## src/rtl/alu_operand_controller.sv

```systemverilog
// alu_operand_controller
// Sequences one ALU command at a time. A command either loads an
// immediate value into register A or B, or applies an ALU function to A/B
// and writes the result back into A or B. The A/B operands and the
// function code go to an external combinational ALU. The result and the
// flags come back from that ALU.
//
// Optional feature: define ALU_CTRL_BACK2BACK_EN to accept a new command
// while in DONE. This gives one command every 2 cycles instead of every 3.
//
// Handshake: a command transfers on a rising edge where cmd_valid and
// cmd_ready are both high. cmd_ready depends only on the current state and
// never on cmd_valid. While cmd_ready is low, cmd_* inputs are ignored. A
// command whose cmd_valid is held high is taken as soon as cmd_ready
// returns high.
module alu_operand_controller (
    input  logic       clk,
    input  logic       reset,
    input  logic       cmd_valid,
    output logic       cmd_ready,
    input  logic [3:0] cmd_op,
    input  logic       cmd_dst,
    input  logic       cmd_load,
    input  logic [7:0] cmd_imm,
    output logic [7:0] alu_a,
    output logic [7:0] alu_b,
    output logic [3:0] alu_f,
    input  logic [7:0] alu_c,
    input  logic [1:0] alu_flags,
    output logic       carry,
    output logic       zero,
    output logic       done,
    output logic [1:0] dbg_state
);

    typedef enum logic [1:0] {
        ST_IDLE = 2'd0,
        ST_EXEC = 2'd1,
        ST_DONE = 2'd2
    } state_t;

    // Function codes above this value are NOPs when load is 0.
    localparam logic [3:0] LAST_LEGAL_OP = 4'b1001;

    state_t     state_q;
    state_t     state_d;
    logic       ready_int;
    logic       accept;
    logic       dst_q;
    logic       load_q;
    logic [7:0] imm_q;
    logic [7:0] a_q;
    logic [7:0] b_q;
    logic [3:0] f_q;
    logic       carry_q;
    logic       zero_q;
    logic       op_legal;
    logic       reg_wr_en;
    logic       flag_wr_en;
    logic [7:0] reg_wr_data;

    // Next-state and ready decode. A command is taken only in IDLE, and
    // also in DONE when back-to-back mode is built in.
    always_comb begin
        state_d   = state_q;
        ready_int = 1'b0;
        case (state_q)
            ST_IDLE: begin
                ready_int = 1'b1;
                if (cmd_valid) begin
                    state_d = ST_EXEC;
                end
            end
            ST_EXEC: begin
                state_d = ST_DONE;
            end
            ST_DONE: begin
`ifdef ALU_CTRL_BACK2BACK_EN
                ready_int = 1'b1;
                if (cmd_valid) begin
                    state_d = ST_EXEC;
                end else begin
                    state_d = ST_IDLE;
                end
`else
                state_d = ST_IDLE;
`endif
            end
            default: begin
                state_d = ST_IDLE;
            end
        endcase
    end

    // Write-back decode. This is active only in EXEC, so the write lands on
    // the EXEC->DONE edge. A load writes the captured immediate and leaves
    // the flags alone. A legal ALU op writes both the result and the flags.
    // An illegal op writes nothing.
    always_comb begin
        accept      = cmd_valid && ready_int;
        op_legal    = (f_q <= LAST_LEGAL_OP);
        reg_wr_en   = (state_q == ST_EXEC) && (load_q || op_legal);
        flag_wr_en  = (state_q == ST_EXEC) && !load_q && op_legal;
        reg_wr_data = load_q ? imm_q : alu_c;
    end

    // State, command capture, operand registers and flags. Reset wins over
    // any handshake and drops a command that is in flight.
    always_ff @(posedge clk) begin
        if (reset) begin
            state_q <= ST_IDLE;
            dst_q   <= 1'b0;
            load_q  <= 1'b0;
            imm_q   <= 8'h00;
            f_q     <= 4'h0;
            a_q     <= 8'h00;
            b_q     <= 8'h00;
            carry_q <= 1'b0;
            zero_q  <= 1'b0;
        end else begin
            state_q <= state_d;
            if (accept) begin
                f_q    <= cmd_op;
                dst_q  <= cmd_dst;
                load_q <= cmd_load;
                imm_q  <= cmd_imm;
            end
            // Only the selected register is written. The ALU result was
            // computed from the pre-write values of both registers.
            if (reg_wr_en) begin
                if (dst_q) begin
                    b_q <= reg_wr_data;
                end else begin
                    a_q <= reg_wr_data;
                end
            end
            if (flag_wr_en) begin
                carry_q <= alu_flags[1];
                zero_q  <= alu_flags[0];
            end
        end
    end

    // The outputs are taken straight from the flops. done is decoded from
    // the state register alone, so it is glitch-free.
    always_comb begin
        cmd_ready = ready_int;
        alu_a     = a_q;
        alu_b     = b_q;
        alu_f     = f_q;
        carry     = carry_q;
        zero      = zero_q;
        done      = (state_q == ST_DONE);
        dbg_state = state_q;
    end

endmodule

```

## config.mk

```make
export PLATFORM = sky130hd
export DESIGN_NAME = alu_operand_controller
export DESIGN_NICKNAME = d
export VERILOG_FILES = /design/src/rtl/alu_operand_controller.sv
export SDC_FILE = /design/constraint.sdc
export NUM_CORES = 1
export LEC_CHECK = 0
export ABC_AREA = 1
export CORE_UTILIZATION = 50
export CTS_BUF_LIST = sky130_fd_sc_hd__clkbuf_16
export DETAILED_ROUTE_END_ITERATION = 6
export PLACE_DENSITY = 0.85
export SLEW_MARGIN = 20
export SYNTH_ARGS = -nofsm -noshare
export SYNTH_HDL_FRONTEND = slang
export SYNTH_SLANG_ARGS = --single-unit
```

## constraint.sdc

```tcl
create_clock -name clk -period 2.3 [get_ports clk]
set_input_delay 0.345 -clock clk [delete_from_list [all_inputs] [get_ports clk]]
set_output_delay 0.345 -clock clk [all_outputs]
set_load 0.05 [all_outputs]
```

==> flow_summary.json <==
{
  "run_status": "finished clean",
  "dp_cells": 325,
  "p_sw_uw": 500,
  "min_period_ns": 2.09,
  "gr-total-overflow": 0,
  "worst_pin_slew_ns": 0.499,
  "hold_viol": 0,
  "timing.fmax_ghz": 0.478,
  "ir_drop_v": 0.000550,
  "hold_path_class": "reg -> reg",
  "endpoint_kind": "primary output",
  "finalNonFillerCells": 333,
  "synthTopCellsByCount": "58 x nand2_1, 53 x inv_1, 34 x dfxtp_1",
  "die-area_mm2": 0.00363,
  "antennaDiodeCount": 0,
  "fin_util_pct": 75.7,
  "switching_share_pct": 28.1,
  "avgViaCountPerCell": 4.60,
  "cts_tree": "built",
  "yosys.area_share.adder_pct": 0,
  "yosysMostFrequentCell": "nand2_1",
  "final-setup-viol-count": 0,
  "relSlewSlack_pct": 66.6,
  "start_util_pct": 54.3,
  "hold_buffers": 0,
  "synthSimpleGateAreaFrac_pct": 30.7,
  "pre_cts_ws_ns": 0.484,
  "r2r_cells": 6,
  "cts_buffers": 5,
  "cts_sinks": 34,
  "synth_compound_area_share_pct": 11.6,
  "cp-start-kind": "flip-flop",
  "rows": 20,
  "hold_depth": 2,
  "crit_buf_inv": 2,
  "gp_congestion": 0.804,
  "synth_cell_type_count": 23,
  "synth_nets": 264,
  "synthTopCellsByArea": "dfxtp_1 40%, nand2_1 13%, inv_1 12%, nand4_1 5.9%, nor2_1 5.3%",
  "synth.area.mux_share_pct": 0,
  "internal_power_mw": 1.28,
  "cap_violations": 0,
  "slowest_stage": "clkdlybuf4s50_1",
  "drt_iter0_drc": 56,
  "die_height_um": 60.3,
  "cp.required_ns": 1.96,
  "antenna_left": 0,
  "drive_gt1_share_pct": 12.5,
  "drt_wl_total_um": 3370,
  "critPathTopFamily": "buffers and inverters",
  "vias": 1532,
  "synth_top_area_share_pct": 40.1,
  "antenna_found_initial": 0,
  "pwr_density_cell_mw_per_mm2": 753,
  "grt_pass1_wl_um": 5460,
  "p_leak_nw": 1.06,
  "grt_pass1_vias": 1341,
  "rrSetupSlack_ns": 0.93,
  "wl_per_cell_um": 10.1,
  "worstReg2RegEnd": "alu_b[3]",
  "ys.flop_type": "dfxtp_1",
  "io_buffers": 52,
  "syn_area_per_cell_um2": 7.16,
  "die_w_um": 60.3,
  "r2r-start": "load_q",
  "cts_root_buffer": "clkbuf_16",
  "synth_top_cell_by_area": "dfxtp_1",
  "cts_setup_buffers": 0,
  "synth_top_family_by_area": "simple AND/OR/NAND/NOR gates",
  "rsz0062_at_grt": "false",
  "syn_to_final_growth_pct": 39.4,
  "route.detailed.drc": 0,
  "worstHoldStart": "imm_q[0]",
  "async_flop_share_pct": 0,
  "clk_pin_slew_worst_paths_ns": 0.05,
  "holdPathEnd": "imm_q[0]",
  "ys_seq_elements": 34,
  "period_share_pct": 90.9,
  "netlist_area_mm2": 0.00170,
  "path_cells": "inv_1 > nor2_1 > clkdlybuf4s50_1",
  "synth_edf_count": 0,
  "crit_path_max_fanout": 5,
  "slew_viol_final": 0,
  "yosysWarningCount": 0,
  "yosysSeqAreaShare_pct": 40.1,
  "netlist_instances": 237,
  "ios": 53,
  "p_clk_share_pct": 41.4,
  "core_area_mm2": 0.00313,
  "seqPwrFrac_pct": 37.0,
  "synth_xor_area_share_pct": 0,
  "track_usage_pct": 20.1,
  "cts_resized": 0,
  "worstSetupPathType": "reg -> out",
  "fin_nets": 315,
  "multi_input_area_um2": 717,
  "fillCellCount": 243,
  "clockBufferDepth": 2,
  "combPwrFrac_pct": 21.6,
  "worst_skew_pair.late_latency_ns": 0.27,
  "cts_max_level": 2,
  "fin_setup_tns_ns": 0,
  "slowest_delay_ns": 0.81,
  "finalClockSkew_ns": 0.00348,
  "dp_hpwl_um": 2500,
  "grt_max_degree": 29,
  "regArea_um2": 681,
  "whs_ns": 0.456,
  "arrival_ns": 1.75,
  "dr.pass1.iters": 4,
  "worst_slack_ns": 0.210
}
-- power by group through the flow --
stage	logic, mW	clock network [mW]	registers [mW]
after floorplan	0.190	0	0.751
after global placement	0.378	0	0.668
after detailed placement	0.384	0	0.671
after CTS	0.387	0.745	0.659
after global routing	0.419	0.767	0.663
final	0.385	0.738	0.659
-- state kept, by name (all words and copies together) (netlist names) --
name / count
load_q: 1
dbg_state: 2
alu_a: 8
dst_q: 1
alu_b: 8
carry: 1
zero: 1
imm_q: 8
alu_f: 4
-- worst register-to-register path, stage by stage, from the launching register on --
cell	delay [ns]
dfxtp_1	0.49
inv_2	0.18
nand3_4	0.25
nand3_4	0.16
nand2_1	0.09
inv_1	0.04
nor2_1	0.09
-- final cells by class --
cell class,instances,share of cell area (%)
Inverter,57,9.04
Tap cell,44,2.33
Sequential cell,34,28.8
Clock inverter,3,1.69
Timing Repair Buffer,54,22.6
Clock buffer,5,5.29
Multi-Input combinational cell,136,30.3
-- metal layers --
metal / routed length (um) / global-route usage (%) / up-vias
li1: - / - / 817
met1: 1510 / 24.0 / 667
met2: 1690 / 35.3 / 40
met3: 132 / 3.90 / 8
met4: 46 / 6.98 / 0
met5: 0 / 0 / -
-- through the flow --
step           power (mW)  cell area, um2
5_1_grt              1.85            2370
2_1_floorplan       0.941            1700
3_5_place_dp         1.05            2200
4_1_cts              1.79            2370
3_3_place_gp         1.05            2200
6_report             1.78            2370
-- worst max-delay path by stage --
stage,start,to,slack (ns),cells past startpoint
after floorplan,dbg_state[1],done,0.43,2
after global placement,dbg_state[1],done,0.54,3
after detailed placement,dbg_state[1],done,0.48,3
after CTS,dbg_state[1],done,0.18,3
after global routing,dbg_state[1],done,0.13,3
final,dbg_state[1],done,0.21,3
-- placed cells by master (no fill, tap or decap), types with 2 or more instances in the layout --
| master | instances |
|---|---|
| dfxtp_1 | 34 |
| nor2_2 | 3 |
| clkdlybuf4s50_1 | 52 |
| o21ai_0 | 4 |
| buf_4 | 2 |
| inv_2 | 3 |
| nand2_1 | 58 |
| o21ai_1 | 5 |
| a21oi_1 | 4 |
| nor2_1 | 24 |
| nand4_1 | 16 |
| clkinv_2 | 2 |
| o21ai_2 | 7 |
| inv_1 | 53 |
| a21oi_2 | 8 |
| clkbuf_16 | 5 |
| nand3_4 | 3 |
-- cell families (layout without fill, tap and decap cells) --
family | after synthesis | count (layout)
flip-flops | 34 | 34
AO/OA/AOI/OAI | 28 | 28
buffers and inverters | 67 | 119
AND/OR/NAND/NOR | 108 | 108
Power figures use the tool's default switching activity.
